[src/rtl/wb_tester_pkg.sv]
// Shared definitions for the Wishbone memory tester.
// Contents: FSM state enum, data-pattern enum, Wishbone CTI codes,
// and the LFSR polynomial, seed and single-step helper.
package wb_tester_pkg;

  typedef enum logic [2:0] {
    ST_IDLE      = 3'd0,
    ST_WAIT_INIT = 3'd1,
    ST_WR_BURST  = 3'd2,
    ST_WR_GAP    = 3'd3,
    ST_RD_BURST  = 3'd4,
    ST_RD_GAP    = 3'd5,
    ST_DONE      = 3'd6
  } state_t;

  typedef enum logic [1:0] {
    PAT_ADDR = 2'd0,
    PAT_LFSR = 2'd1,
    PAT_WALK = 2'd2,
    PAT_INV  = 2'd3
  } pattern_t;

  localparam logic [2:0] CTI_CLASSIC = 3'b000;
  localparam logic [2:0] CTI_INCR    = 3'b010;
  localparam logic [2:0] CTI_EOB     = 3'b111;

  // x^32+x^22+x^2+x+1 as a right-shifting Galois tap mask.
  localparam logic [31:0] LFSR_POLY = 32'h8020_0003;
  localparam logic [31:0] LFSR_SEED = 32'hACE1_2468;

  function automatic logic [31:0] lfsr_step(input logic [31:0] x);
    return x[0] ? ((x >> 1) ^ LFSR_POLY) : (x >> 1);
  endfunction

endpackage

[src/rtl/wb_mem_tester_if.sv]
// Wishbone B3 bus bundle between the memory tester (master) and the
// memory controller port (slave).
// Signals: wb_cyc_o, wb_stb_o, wb_we_o, wb_addr_o, wb_dat_o, wb_sel_o,
// wb_cti_o (master driven); wb_ack_i, wb_dat_i (slave driven).
//
// Handshake: a beat transfers on a rising clock edge where wb_stb_o and
// wb_ack_i are both high. While wb_stb_o is high without wb_ack_i the
// master holds address, data, we, sel and cti stable. wb_ack_i is
// meaningless while wb_stb_o is low.
interface wb_mem_tester_if #(
  parameter int DW = 32,
  parameter int AW = 26
);
  localparam int BW = DW / 8;

  logic          wb_cyc_o;
  logic          wb_stb_o;
  logic          wb_we_o;
  logic [AW-1:0] wb_addr_o;
  logic [DW-1:0] wb_dat_o;
  logic [BW-1:0] wb_sel_o;
  logic [2:0]    wb_cti_o;
  logic          wb_ack_i;
  logic [DW-1:0] wb_dat_i;

  modport master (
    output wb_cyc_o, wb_stb_o, wb_we_o, wb_addr_o, wb_dat_o, wb_sel_o, wb_cti_o,
    input  wb_ack_i, wb_dat_i
  );

  modport slave (
    input  wb_cyc_o, wb_stb_o, wb_we_o, wb_addr_o, wb_dat_o, wb_sel_o, wb_cti_o,
    output wb_ack_i, wb_dat_i
  );
endinterface

[src/rtl/wb_pattern_gen.sv]
// Test-word generator shared by the write and read phases.
// Ports: i_clk, i_rst (sync, active-high); i_load reseeds the LFSR,
// i_step advances it one word; i_mode selects the pattern; i_idx is
// the word index; o_data is the word for that index.
module wb_pattern_gen
  import wb_tester_pkg::*;
#(
  parameter int DW = 32
)(
  input  logic          i_clk,
  input  logic          i_rst,
  input  logic          i_load,
  input  logic          i_step,
  input  pattern_t      i_mode,
  input  logic [15:0]   i_idx,
  output logic [DW-1:0] o_data
);
  localparam int LW = $clog2(DW);

  logic [31:0] r_lfsr;

  // Load wins over step so a reseed on the last beat of a phase is clean.
  always_ff @(posedge i_clk) begin
    if (i_rst || i_load) r_lfsr <= LFSR_SEED;
    else if (i_step)     r_lfsr <= lfsr_step(r_lfsr);
  end

  // The index is zero-extended to DW before inversion, so the inverted
  // pattern has all upper bits set when DW > 16.
  always_comb begin
    o_data = '0;
    case (i_mode)
      PAT_ADDR: o_data = DW'(i_idx);
      PAT_LFSR: o_data = DW'(r_lfsr);
      PAT_WALK: o_data = DW'(1) << i_idx[LW-1:0];
      PAT_INV:  o_data = ~DW'(i_idx);
      default:  o_data = '0;
    endcase
  end
endmodule

[src/rtl/wb_mem_tester.sv]
// Self-checking Wishbone B3 burst master: writes a pattern over a word
// window with incrementing bursts, reads it back and compares each word.
// Ports: wb_clk_i/wb_rst_i (sync, active-high); start_i with cfg_base_i,
// cfg_words_i, cfg_pattern_i sampled on start; init_done_i gates the
// first burst; wb (master modport) is the bus; busy_o, done_o, pass_o,
// err_cnt_o, fail_addr_o, fail_data_o, timeout_o report status;
// dbg_state_o exposes the FSM state.
// Optional build macro WB_MEM_TESTER_TIMEOUT_EN adds an ack watchdog of
// TIMEOUT_CYC cycles; without it timeout_o is tied low.
module wb_mem_tester
  import wb_tester_pkg::*;
#(
  parameter int DW          = 32,
  parameter int AW          = 26,
  parameter int BL          = 8,
  parameter int TIMEOUT_CYC = 1024
)(
  input  logic          wb_clk_i,
  input  logic          wb_rst_i,
  input  logic          start_i,
  input  logic [AW-1:0] cfg_base_i,
  input  logic [15:0]   cfg_words_i,
  input  logic [1:0]    cfg_pattern_i,
  input  logic          init_done_i,
  wb_mem_tester_if.master wb,
  output logic          busy_o,
  output logic          done_o,
  output logic          pass_o,
  output logic [15:0]   err_cnt_o,
  output logic [AW-1:0] fail_addr_o,
  output logic [DW-1:0] fail_data_o,
  output logic          timeout_o,
  output state_t        dbg_state_o
);
  localparam int BW = DW / 8;
  localparam int LB = $clog2(BW);

  state_t        r_state, w_state_n;
  logic [AW-1:0] r_base;
  logic [15:0]   r_words, r_idx, r_err;
  pattern_t      r_pattern;
  logic [4:0]    r_beat, r_blen, w_blen_n;
  logic [AW-1:0] r_fail_addr;
  logic [DW-1:0] r_fail_data;
  logic [15:0]   w_rem;
  logic [DW-1:0] w_pat;
  logic          w_accept, w_begin, w_reseed, w_in_burst, w_ack;
  logic          w_last_beat, w_last_word, w_mismatch, w_timeout;

  assign w_in_burst  = (r_state == ST_WR_BURST) || (r_state == ST_RD_BURST);
  assign w_ack       = w_in_burst && wb.wb_ack_i;
  assign w_last_beat = (r_beat == r_blen - 5'd1);
  assign w_last_word = (r_idx == r_words - 16'd1);
  assign w_mismatch  = (r_state == ST_RD_BURST) && wb.wb_ack_i && (wb.wb_dat_i != w_pat);

  // Words left for the burst about to start; the read phase restarts at 0.
  assign w_rem    = r_words - (w_reseed ? 16'd0 : r_idx);
  assign w_blen_n = (w_rem > 16'(BL)) ? 5'(BL) : w_rem[4:0];

`ifdef WB_MEM_TESTER_TIMEOUT_EN
  localparam int TW = $clog2(TIMEOUT_CYC + 1);
  logic [TW-1:0] r_wd;
  logic          r_timeout;
  logic          w_abort;

  // Abort on the cycle that would make the TIMEOUT_CYC-th unacked stb cycle.
  assign w_abort = w_in_burst && !wb.wb_ack_i && (r_wd == TW'(TIMEOUT_CYC - 1));

  always_ff @(posedge wb_clk_i) begin
    if (wb_rst_i || !w_in_burst || wb.wb_ack_i) r_wd <= '0;
    else                                          r_wd <= r_wd + 1'b1;
  end

  always_ff @(posedge wb_clk_i) begin
    if (wb_rst_i || w_accept) r_timeout <= 1'b0;
    else if (w_abort)         r_timeout <= 1'b1;
  end

  assign w_timeout = r_timeout;
`else
  logic w_unused_timeout_cyc;
  assign w_unused_timeout_cyc = (TIMEOUT_CYC != 0);
  assign w_timeout = 1'b0;
`endif

  always_ff @(posedge wb_clk_i) begin
    if (wb_rst_i) r_state <= ST_IDLE;
    else          r_state <= w_state_n;
  end

  always_comb begin
    w_state_n = r_state;
    w_accept  = 1'b0;
    w_begin   = 1'b0;
    w_reseed  = 1'b0;
    case (r_state)
      ST_IDLE, ST_DONE: begin
        if (start_i) begin
          w_accept  = 1'b1;
          w_state_n = (cfg_words_i == 16'd0) ? ST_DONE : ST_WAIT_INIT;
        end
      end
      ST_WAIT_INIT: begin
        if (init_done_i) begin
          w_begin   = 1'b1;
          w_state_n = ST_WR_BURST;
        end
      end
      ST_WR_BURST: if (w_ack && w_last_beat) w_state_n = ST_WR_GAP;
      ST_WR_GAP: begin
        w_begin = 1'b1;
        if (r_idx == r_words) begin
          w_reseed  = 1'b1;
          w_state_n = ST_RD_BURST;
        end else begin
          w_state_n = ST_WR_BURST;
        end
      end
      ST_RD_BURST: if (w_ack && w_last_beat) w_state_n = w_last_word ? ST_DONE : ST_RD_GAP;
      ST_RD_GAP: begin
        w_begin   = 1'b1;
        w_state_n = ST_RD_BURST;
      end
      default: w_state_n = ST_IDLE;
    endcase
`ifdef WB_MEM_TESTER_TIMEOUT_EN
    if (w_abort) w_state_n = ST_DONE;
`endif
  end

  always_ff @(posedge wb_clk_i) begin
    if (wb_rst_i) begin
      r_base      <= '0;
      r_words     <= '0;
      r_pattern   <= PAT_ADDR;
      r_idx       <= '0;
      r_beat      <= '0;
      r_blen      <= '0;
      r_err       <= '0;
      r_fail_addr <= '0;
      r_fail_data <= '0;
    end else begin
      if (w_accept) begin
        r_base      <= cfg_base_i & ~AW'(BW - 1);
        r_words     <= cfg_words_i;
        r_pattern   <= pattern_t'(cfg_pattern_i);
        r_idx       <= '0;
        r_err       <= '0;
        r_fail_addr <= '0;
        r_fail_data <= '0;
      end
      if (w_begin) begin
        r_beat <= '0;
        r_blen <= w_blen_n;
        if (w_reseed) r_idx <= '0;
      end
      if (w_ack) begin
        r_idx  <= r_idx + 16'd1;
        r_beat <= r_beat + 5'd1;
      end
      if (w_mismatch) begin
        if (r_err != 16'hFFFF) r_err <= r_err + 16'd1;
        if (r_err == 16'd0) begin
          r_fail_addr <= wb.wb_addr_o;
          r_fail_data <= wb.wb_dat_i;
        end
      end
    end
  end

  wb_pattern_gen #(.DW(DW)) u_pat (
    .i_clk  (wb_clk_i),
    .i_rst  (wb_rst_i),
    .i_load (w_accept | w_reseed),
    .i_step (w_ack),
    .i_mode (r_pattern),
    .i_idx  (r_idx),
    .o_data (w_pat)
  );

  assign wb.wb_cyc_o  = w_in_burst;
  assign wb.wb_stb_o  = w_in_burst;
  assign wb.wb_we_o   = (r_state == ST_WR_BURST);
  assign wb.wb_addr_o = r_base + (AW'(r_idx) << LB);
  assign wb.wb_dat_o  = w_pat;
  assign wb.wb_sel_o  = w_in_burst ? '1 : '0;
  assign wb.wb_cti_o  = (r_blen == 5'd1) ? CTI_CLASSIC : (w_last_beat ? CTI_EOB : CTI_INCR);

  assign busy_o      = (r_state != ST_IDLE) && (r_state != ST_DONE);
  assign done_o      = (r_state == ST_DONE);
  assign pass_o      = done_o && (r_err == 16'd0) && !w_timeout;
  assign err_cnt_o   = r_err;
  assign fail_addr_o = r_fail_addr;
  assign fail_data_o = r_fail_data;
  assign timeout_o   = w_timeout;
  assign dbg_state_o = r_state;
endmodule

[src/flat_wrapper.sv]
// flat-port wrapper written by rule: the top's interface ports become plain ports
module wb_mem_tester_flat import wb_tester_pkg::*;
#(
  parameter int DW          = 32,
  parameter int AW          = 26,
  parameter int BL          = 8,
  parameter int TIMEOUT_CYC = 1024
)
  (wb_clk_i, wb_rst_i, start_i, cfg_base_i, cfg_words_i, cfg_pattern_i, init_done_i, busy_o, done_o, pass_o, err_cnt_o, fail_addr_o, fail_data_o, timeout_o, dbg_state_o, wb_wb_cyc_o, wb_wb_stb_o, wb_wb_we_o, wb_wb_addr_o, wb_wb_dat_o, wb_wb_sel_o, wb_wb_cti_o, wb_wb_ack_i, wb_wb_dat_i);
  wb_mem_tester_if #(.DW(DW), .AW(AW)) wb_i ();
  input  logic wb_clk_i;
  input  logic wb_rst_i;
  input  logic start_i;
  input  logic [AW-1:0] cfg_base_i;
  input  logic [15:0] cfg_words_i;
  input  logic [1:0] cfg_pattern_i;
  input  logic init_done_i;
  output logic busy_o;
  output logic done_o;
  output logic pass_o;
  output logic [15:0] err_cnt_o;
  output logic [AW-1:0] fail_addr_o;
  output logic [DW-1:0] fail_data_o;
  output logic timeout_o;
  output state_t dbg_state_o;
  output wire logic [$bits(wb_i.wb_cyc_o)-1:0] wb_wb_cyc_o;
  output wire logic [$bits(wb_i.wb_stb_o)-1:0] wb_wb_stb_o;
  output wire logic [$bits(wb_i.wb_we_o)-1:0] wb_wb_we_o;
  output wire logic [$bits(wb_i.wb_addr_o)-1:0] wb_wb_addr_o;
  output wire logic [$bits(wb_i.wb_dat_o)-1:0] wb_wb_dat_o;
  output wire logic [$bits(wb_i.wb_sel_o)-1:0] wb_wb_sel_o;
  output wire logic [$bits(wb_i.wb_cti_o)-1:0] wb_wb_cti_o;
  input wire logic [$bits(wb_i.wb_ack_i)-1:0] wb_wb_ack_i;
  input wire logic [$bits(wb_i.wb_dat_i)-1:0] wb_wb_dat_i;
  assign wb_wb_cyc_o = wb_i.wb_cyc_o;
  assign wb_wb_stb_o = wb_i.wb_stb_o;
  assign wb_wb_we_o = wb_i.wb_we_o;
  assign wb_wb_addr_o = wb_i.wb_addr_o;
  assign wb_wb_dat_o = wb_i.wb_dat_o;
  assign wb_wb_sel_o = wb_i.wb_sel_o;
  assign wb_wb_cti_o = wb_i.wb_cti_o;
  assign wb_i.wb_ack_i = wb_wb_ack_i;
  assign wb_i.wb_dat_i = wb_wb_dat_i;
  wb_mem_tester #(.DW(DW), .AW(AW), .BL(BL), .TIMEOUT_CYC(TIMEOUT_CYC)) u_core (.wb_clk_i(wb_clk_i), .wb_rst_i(wb_rst_i), .start_i(start_i), .cfg_base_i(cfg_base_i), .cfg_words_i(cfg_words_i), .cfg_pattern_i(cfg_pattern_i), .init_done_i(init_done_i), .wb(wb_i), .busy_o(busy_o), .done_o(done_o), .pass_o(pass_o), .err_cnt_o(err_cnt_o), .fail_addr_o(fail_addr_o), .fail_data_o(fail_data_o), .timeout_o(timeout_o), .dbg_state_o(dbg_state_o));
endmodule
[config.mk]
export PLATFORM = sky130hd
export DESIGN_NAME = wb_mem_tester_flat
export DESIGN_NICKNAME = d
export VERILOG_FILES = /design/src/rtl/wb_tester_pkg.sv /design/src/rtl/wb_mem_tester_if.sv /design/src/rtl/wb_pattern_gen.sv /design/src/rtl/wb_mem_tester.sv /design/src/flat_wrapper.sv
export SDC_FILE = /design/constraint.sdc
export NUM_CORES = 1
export LEC_CHECK = 0
export CAP_MARGIN = 5
export CORE_MARGIN = 2
export CORE_UTILIZATION = 30
export DETAILED_ROUTE_END_ITERATION = 8
export HOLD_SLACK_MARGIN = 0.1
export PLACE_DENSITY_LB_ADDON = 0.25
export SKIP_LAST_GASP = 1
export SYNTH_ARGS = -nofsm -noshare
export SYNTH_HDL_FRONTEND = slang
export SYNTH_SLANG_ARGS = --single-unit
[constraint.sdc]
create_clock -name wb_clk_i -period 5.4 [get_ports wb_clk_i]
set_clock_uncertainty 0.2 [all_clocks]
set_input_delay 1.08 -clock wb_clk_i [delete_from_list [all_inputs] [get_ports wb_clk_i]]
set_output_delay 1.08 -clock wb_clk_i [all_outputs]
set_load 0.02 [all_outputs]
==> run summary, run 1 <==
Outcome: finished, final reports clean
Tot Pwr: 3.93 mW
Slowest stage cell, crit path: or4_1
Initial DRT Pass Iterations: 6
Netlist Area Pre-Place: 11600 µm²
Synth Flop Type: dfxtp_1
Final core utilization: 0.388
Total GRT Usage: 0.201
Final WL: 42.0 mm
Reg2reg start: u_core.r_idx[3]$_SDFF_PP0_
Final worst-path cycle share: 0.954
Area growth syn-to-layout: 28.5%
Synth Register Bits: 177
Worst min-delay path category: flip-flop to flip-flop
Gpl congestion: 0.887
CP Launch Type: flip-flop
I/O pin count: 230
CTS Root Buffer Type: clkbuf_16
TritonCTS Buffers: 17
Leakage: 5.49 nW
Overflow after GRT: 0
Port bufs: 224
Post-synth top area cell: dfxtp_1
Number of global-route vias before repair: 11153
CP Cell Sequence: ha_1 > inv_1 > fa_1 > nor2b_1 > o31ai_1 > buf_4 > a211o_1 > a31oi_2 > o21ba_4 > nor4b_1 > or4_1 > clkdlybuf4s50_1
Slew HR: 0.413
Drt drc: 0
Synth warn: 0
Slowest stage delay, CP: 610 ps
Critical Path Start: u_core.r_idx[0]$_SDFF_PP0_
Core ar.: 38500 µm²
WP data required: 4120 ps
Final nets: 1852
Starting density of the core: 0.302
HP Start: u_core.fail_addr_o[10]$_SDFF_PP0_
Worst hold margin: 262 ps
Max Fclk: 194 MHz
Register area share after synthesis: 0.305
WL/cell: 18.6 µm
First-pass GRT wire length: 64.7 mm
Hold Fails Final Rpt: 0
Fin. max-slew vios: 0
Crit path time final: 5150 ps
Starting DRT DRC Count: 1032
Count of cell types in the netlist: 85
Ratio of cells with drive above 1 in the final layout: 0.0564
Post-DP HPWL: 31.3 mm
Sum Neg Setup Slack: 0 ps
Unrepaired setup endpoints after global routing: no
Clock-pin slew on the worst setup and hold paths: 70 ps
# Post-CTS Setup Buffers: 0
Die Footprint: 40300 µm²
Instance count of the mapped netlist: 1563
EDFF count, synth: 0
Arrival @ worst endpoint: 3870 ps
Worst-skew pair later-pin latency: 440 ps
Via count: 12208
Endpoint type of the worst setup path: output port
Max-Cap Viols: 0
Largest net degree at the start of global routing: 76
H-tree depth: 4
Clk sinks: 177
Die height: 201 µm
Setup Crit Path Kind: flip-flop to output port
Fillcell total: 4005
Synth area leaders: dfxtp_1 30%, nand2_1 7.5%, a21oi_1 6.7%
Non-Filler Instances: 2258
Slew @ Worst Pin: 878 ps
Avg Cell Area, Syn: 7.43 µm²
Placed insts: 2225
Row count: 72
Fraction of registers with async set or reset after synthesis: 0
Post-route ant nets: 0
CTS tree: yes
Cell Pwr Density: 263 nW/µm²
Avg Vias per Cell: 5.41
Final setup fails: 0
Max clock buf depth: 2
Initial antenna violation count: 2
VDD IR max: 0.000191 V
Die span in x: 201 µm
Share of the synthesized area in the top cell type: 0.305
Crit path max fanout: 9
==> per-layer routing <==
| layer | up-vias | wire length, µm | GRT usage |
|---|---|---|---|
| met5 | - | 0 | 0 |
| met4 | 0 | 850 | 0.0640 |
| met3 | 51 | 2150 | 0.0231 |
| met2 | 417 | 19200 | 0.320 |
| met1 | 5802 | 19800 | 0.285 |
| li1 | 5938 | - | - |
==> cells by family after synthesis <==
logic type               count (synthesis)  synth area share
AND/OR/NAND/NOR                        655             0.278
AO/OA/AOI/OAI                          431             0.239
flip-flops                             177             0.305
buffers and inverters                  174            0.0657
XOR/XNOR                                62            0.0467
adder cells (fa/ha/maj)                 45            0.0498
multiplexers                            18            0.0157
other                                    1          0.000323
==> cell usage after synthesis (all sizes together), types with 5 or more instances <==
library cell and instances:
clkbuf 70, mux2i 16, nor2b 17, a21oi 155, ha 43, a21o 15, xnor2 33, inv 54
nand4 17, a221oi 7, a211o 9, a31oi 26, a311o 5, o21a 14, a21boi 5, o31ai 5
and4 5, or4 11, nand2b 27, nand3 93, o21ai 66, nand3b 7, nand2 233, nor2 109
nor3 30, o21bai 5, and2 24, nor4 20, nor4b 10, a311oi 12, xor2 29, buf 50
a211oi 22, dfxtp 177, or2 11, o211ai 35, or3 7, and3 17, o22ai 6
==> sequential cells by signal (all words and copies together), names as in the netlist <==
name	cells
u_core.r_idx	16
u_core.r_words	16
u_core.r_pattern	2
u_core.dbg_state_o	3
u_core.r_blen	5
u_core.fail_data_o	32
u_core.r_base	24
u_core.err_cnt_o	16
u_core.u_pat.r_lfsr	32
u_core.fail_addr_o	26
u_core.r_beat	5
==> final timing paths <==
kind / slack (ps) / depth (start not counted) / to
worst max-delay path: 250 / 12 / wb_wb_addr_o[20]
worst max register to register: 720 / 18 / u_core.r_blen[0]$_SDFFE_PP0P_
worst min-delay path: 260 / 2 / u_core.fail_addr_o[10]$_SDFF_PP0_
worst min register to register: 260 / 2 / u_core.fail_addr_o[10]$_SDFF_PP0_
==> where the power goes <==
group          internal [mW]  leakage (nW)  switching (mW)
clock                  0.776         0.285           0.560
combinational          0.459          3.77           0.692
sequential              1.36          1.43          0.0837
total                   2.59          5.49            1.34
==> cell usage in the layout (no fill, tap or decap), types with 7 or more instances in the layout <==
| master | Yosys | layout |
|---|---|---|
| a21o_1 | 15 | 15 |
| ha_1 | 43 | 43 |
| nand3_1 | 93 | 92 |
| nor4_1 | 18 | 18 |
| nand3b_1 | 7 | 7 |
| nand4_1 | 16 | 16 |
| or2_2 | 10 | 10 |
| o21ai_1 | 16 | 15 |
| or4_1 | 11 | 11 |
| nor2b_1 | 17 | 17 |
| and3_1 | 17 | 16 |
| a211oi_1 | 21 | 21 |
| a21oi_1 | 155 | 155 |
| a211o_1 | 9 | 9 |
| or3_1 | 7 | 7 |
| clkbuf_16 | 0 | 17 |
| and2_1 | 24 | 24 |
| nand2b_1 | 27 | 27 |
| nor4b_1 | 9 | 8 |
| inv_1 | 53 | 53 |
| nand2_1 | 233 | 233 |
| buf_4 | 19 | 37 |
| a31oi_1 | 26 | 25 |
| a311oi_1 | 12 | 12 |
| dfxtp_1 | 177 | 175 |
| nor2_1 | 109 | 108 |
| clkdlybuf4s50_1 | 0 | 223 |
| mux2i_1 | 16 | 16 |
| xnor2_1 | 33 | 33 |
| o21a_1 | 14 | 14 |
| xor2_1 | 29 | 29 |
| nor3_1 | 30 | 29 |
| o21ai_0 | 49 | 49 |
| o211ai_1 | 35 | 35 |
==> worst max-delay path, delay by kind of cell, from the launching register on <==
family / cells / cell delay (ps)
AO/OA/AOI/OAI: 4 / 850
adder cells (fa/ha/maj): 2 / 600
buffers and inverters: 3 / 790
flip-flops: 1 / 340
AND/OR/NAND/NOR: 3 / 830
==> timing repair <==
item                                    in CTS  in global routing
gates resized for setup                      0                  5
endpoints found under the setup margin       0                  5
hold buffers                                 0                  0
==> through the flow <==
step           area, µm²  worst slack (ps)
2_1_floorplan      11600              1020
3_3_place_gp       14300               595
3_5_place_dp       14300               552
4_1_cts            14900              80.0
5_1_grt            14900              68.4
6_report           14900               250
==> cell type report <==
type	instances	area (µm²)	share of cell area
Timing Repair Buffer	262	2550	0.171
Antenna cell	2	5.00	0.000335
Clock buffer	22	444	0.0298
Tap cell	518	648	0.0434
Sequential cell	177	3550	0.238
Clock inverter	9	158	0.0106
Inverter	54	203	0.0136
Multi-Input combinational cell	1214	7380	0.494
(Power assumes the default switching activity.)
==> run 2, diff against run 1 <==
CTS_CLUSTER_DIAMETER = 200   (was unset)
HOLD_SLACK_MARGIN = 0.02   (was 0.1)
==> results of run 2 <==
No change in the layout: final DEF, timing and power equal those of run 1.
==> run 3, diff against run 2 <==
CORE_ASPECT_RATIO = 0.6   (was unset)
==> run 3 against run 2 <==
Via count is 1.9% higher. Cell count shrank 0.31%. Critical endpoint is now u_core.r_blen[0]$_SDFFE_PP0P_. Hold slack improved by 1.4 ps. Core utilization rose by 0.47 points. First-iteration DRC count is 51% higher. Highest routed layer unchanged.
==> run summary, run 3 (synthesized netlist as in run 1, its figures left out) <==
Outcome: finished, final reports clean
Drt drc: 0 (unchanged)
Worst Setup EP: u_core.r_blen[0]$_SDFFE_PP0P_
Area growth syn-to-layout: 28.2%
Core ar.: 37900 µm² (-1.4%)
Row count: 55 (-24%)
Final setup fails: 0 (unchanged)
Final core utilization: 0.393 (+0.00466)
Sum Neg Setup Slack: 0 ps (unchanged)
Max clock buf depth: 2 (unchanged)
Delay-heaviest family, CP: simple AND/OR/NAND/NOR gates
DR WL met2: 17.4 mm (-9.3%)
Starting density of the core: 0.306 (+0.00438)
Unrepaired setup endpoints after global routing: no
Number of global-route vias before repair: 11241 (+0.79%)
Max-Cap Viols: 0 (unchanged)
Slew @ Worst Pin: 975 ps (+96.6 ps)
Crit path depth: 18 (+6)
Die height: 156 µm (-22%)
CP Cell Sequence: buf_4 > xor2_1 > nor4_1 > nand3_1 > nor3_1 > nand4b_1 > and2_1 > ha_1 > inv_1 > fa_1 > nor3_1 > a211oi_1 > nor4_1 > o2111ai_1 > nor4_1 > nand4_1 > nor4b_1 > a22o_1
Area of the multi-input gates: 7360 µm² (-0.24%)
R2r setup slk: 260 ps (-460 ps)
Non-Filler Instances: 2251 (-0.31%)
CP Buf/Inv Count: 2 (-1)
Final nets: 1850 (-0.11%)
First-pass GRT wire length: 68.3 mm (+5.6%)
Placed insts: 2218 (-0.31%)
Max Fclk: 194 MHz (+0.14%)
Starting DRT DRC Count: 1554 (+51%)
Hold Fails Final Rpt: 0 (unchanged)
Critical Path Start: u_core.r_idx[0]$_SDFF_PP0_
Die Footprint: 40400 µm² (+0.13%)
Worst min-delay path category: flip-flop to flip-flop
Largest net degree at the start of global routing: 114 (+50%)
Initial DRT Pass Iterations: 6 (unchanged)
Fin. max-slew vios: 0 (unchanged)
CP Launch Type: flip-flop
Cell Pwr Density: 261 nW/µm² (-0.83%)
Initial antenna violation count: 0 (-2)
Arrival @ worst endpoint: 5330 ps (+1460 ps)
Overflow after GRT: 0 (unchanged)
Commonest non-fill, non-tap cell in the layout: nand2_1
Most frequent CP cell: nor4_1
Crit path max fanout: 8 (-1)
Crit path time final: 5140 ps (-6.97 ps)
Worst-skew pair later-pin latency: 460 ps (+20 ps)
Avg Vias per Cell: 5.53 (+2.2%)
Ratio of cells with drive above 1 in the final layout: 0.0576 (+0.00118)
Total GRT Usage: 0.217 (+0.0157)
TritonCTS Buffers: 17 (unchanged)
Slowest stage cell, crit path: nor3_1
Cell internal pwr: 2.43 mW (-6.2%)
Seq pwr share: 0.372 (+0.005)
Port bufs: 224 (unchanged)
Final worst-path cycle share: 0.952 (-0.00129)
Hold_buf cts: 0 (unchanged)
WP data required: 5590 ps (+1470 ps)
Gpl congestion: 0.938 (+5.7%)
CTS Root Buffer Type: clkbuf_16
Clk sinks: 177 (unchanged)
Met1 WL: 23.1 mm (+17%)
Die span in x: 258 µm (+29%)
Setup Crit Path Kind: flip-flop to flip-flop
Most frequent cells in the layout: 233 x nand2_1, 222 x clkdlybuf4s50_1, 175 x dfxtp_1
CTS tree: yes
H-tree depth: 4 (unchanged)
Comb power frac: 0.304 (+0.011)
Reg2reg start: u_core.r_idx[0]$_SDFF_PP0_
Worst-case reg-to-reg path depth: 18 (unchanged)
RR Endpoint: u_core.r_blen[0]$_SDFFE_PP0P_
Post-route ant nets: 0 (unchanged)
Slew HR: 0.349 (-0.0645)
Final WL: 44.9 mm (+7.0%)
Slowest stage delay, CP: 570 ps (-40 ps)
Via count: 12443 (+1.9%)
Leakage: 5.49 nW (about the same)
Psw: 1.45 mW (+8.9%)
Metal3 WL: 3.96 mm (+84%)
Clock-pin slew on the worst setup and hold paths: 80 ps (about the same)
Register Area: 3550 µm² (unchanged)
Endpoint type of the worst setup path: flip-flop
I/O pin count: 230 (unchanged)
Post-DP HPWL: 34.1 mm (+8.9%)
Fillcell total: 3838 (-4.2%)
Switch share: 0.374 (+0.0343)
WL/cell: 19.9 µm (+7.3%)
Top sig layer: met4
Clock power share: 0.324 (-0.016)
VDD IR max: 0.000216 V (+13%)
==> run 3: cell count changes in the layout (fill, tap and decap cells not counted), moves of 3 or more <==
cell       delta
clkinv_8      +4
clkbuf_1      -5
inv_8         +5
bufinv_16     -4
buf_4         -3
==> run 3: repair_timing <==
action / in CTS / in global routing
endpoints found under the setup margin: 1 / 5
buffers inserted: 0 / 0
gates resized for setup: 1 / 3
==> run 3: tightest hold or removal path: stages (launching register included) <==
cell,delay (ps)
dfxtp_1,320
nand2_1,50
a21oi_1,50
==> run 3: worst min path at each step <==
stage | from | to | slack [ps] | cells after the start
after floorplan | u_core.r_base[10]$_SDFFE_PP0P_ | u_core.r_base[10]$_SDFFE_PP0P_ | 240 | 2
after global placement | u_core.r_base[2]$_SDFFE_PP0P_ | u_core.r_base[2]$_SDFFE_PP0P_ | 250 | 2
after detailed placement | u_core.fail_data_o[27]$_SDFF_PP0_ | u_core.fail_data_o[27]$_SDFF_PP0_ | 250 | 2
after CTS | u_core.fail_data_o[27]$_SDFF_PP0_ | u_core.fail_data_o[27]$_SDFF_PP0_ | 260 | 2
after global routing | u_core.fail_addr_o[19]$_SDFF_PP0_ | u_core.fail_addr_o[19]$_SDFF_PP0_ | 280 | 2
final | u_core.r_base[4]$_SDFFE_PP0P_ | u_core.r_base[4]$_SDFFE_PP0P_ | 260 | 2
==> run 3: layout make-up <==
cell class / instances / share of cell area
diodes: 1 / 0.000168
multi-input cells: 1214 / 0.494
inverters: 54 / 0.0136
clock inverters: 15 / 0.0112
well taps: 513 / 0.0431
repair buffers: 260 / 0.171
flip-flops and latches: 177 / 0.238
clock buffers: 17 / 0.0286
==> run 3: through the flow <==
stage / setup slack, ps / total power [mW] / area (µm²) / hold WS [ps]
global placement: 545 / 2.62 / 14300 / 250
floorplan: 1020 / 2.20 / 11600 / 240
detailed placement: 437 / 2.63 / 14300 / 254
CTS: 36.6 / 3.89 / 14900 / 265
global route: 1.86 / 4.08 / 14900 / 284
finish: 257 / 3.89 / 14900 / 264
==> run 3: power by group through the flow <==
stage / Clock, mW / Sequential [mW] / Combinational (mW)
after detailed placement: 0 / 1.47 / 1.16
after CTS: 1.28 / 1.44 / 1.17
after global routing: 1.34 / 1.45 / 1.28
after global placement: 0 / 1.47 / 1.15
final: 1.26 / 1.45 / 1.18
after floorplan: 0 / 1.43 / 0.773
==> run 3: layer usage <==
metal / global-route usage / up-vias
li1: - / 5946
met1: 0.338 / 5949
met2: 0.292 / 514
met3: 0.0564 / 34
met4: 0.0405 / 0
met5: 0 / -
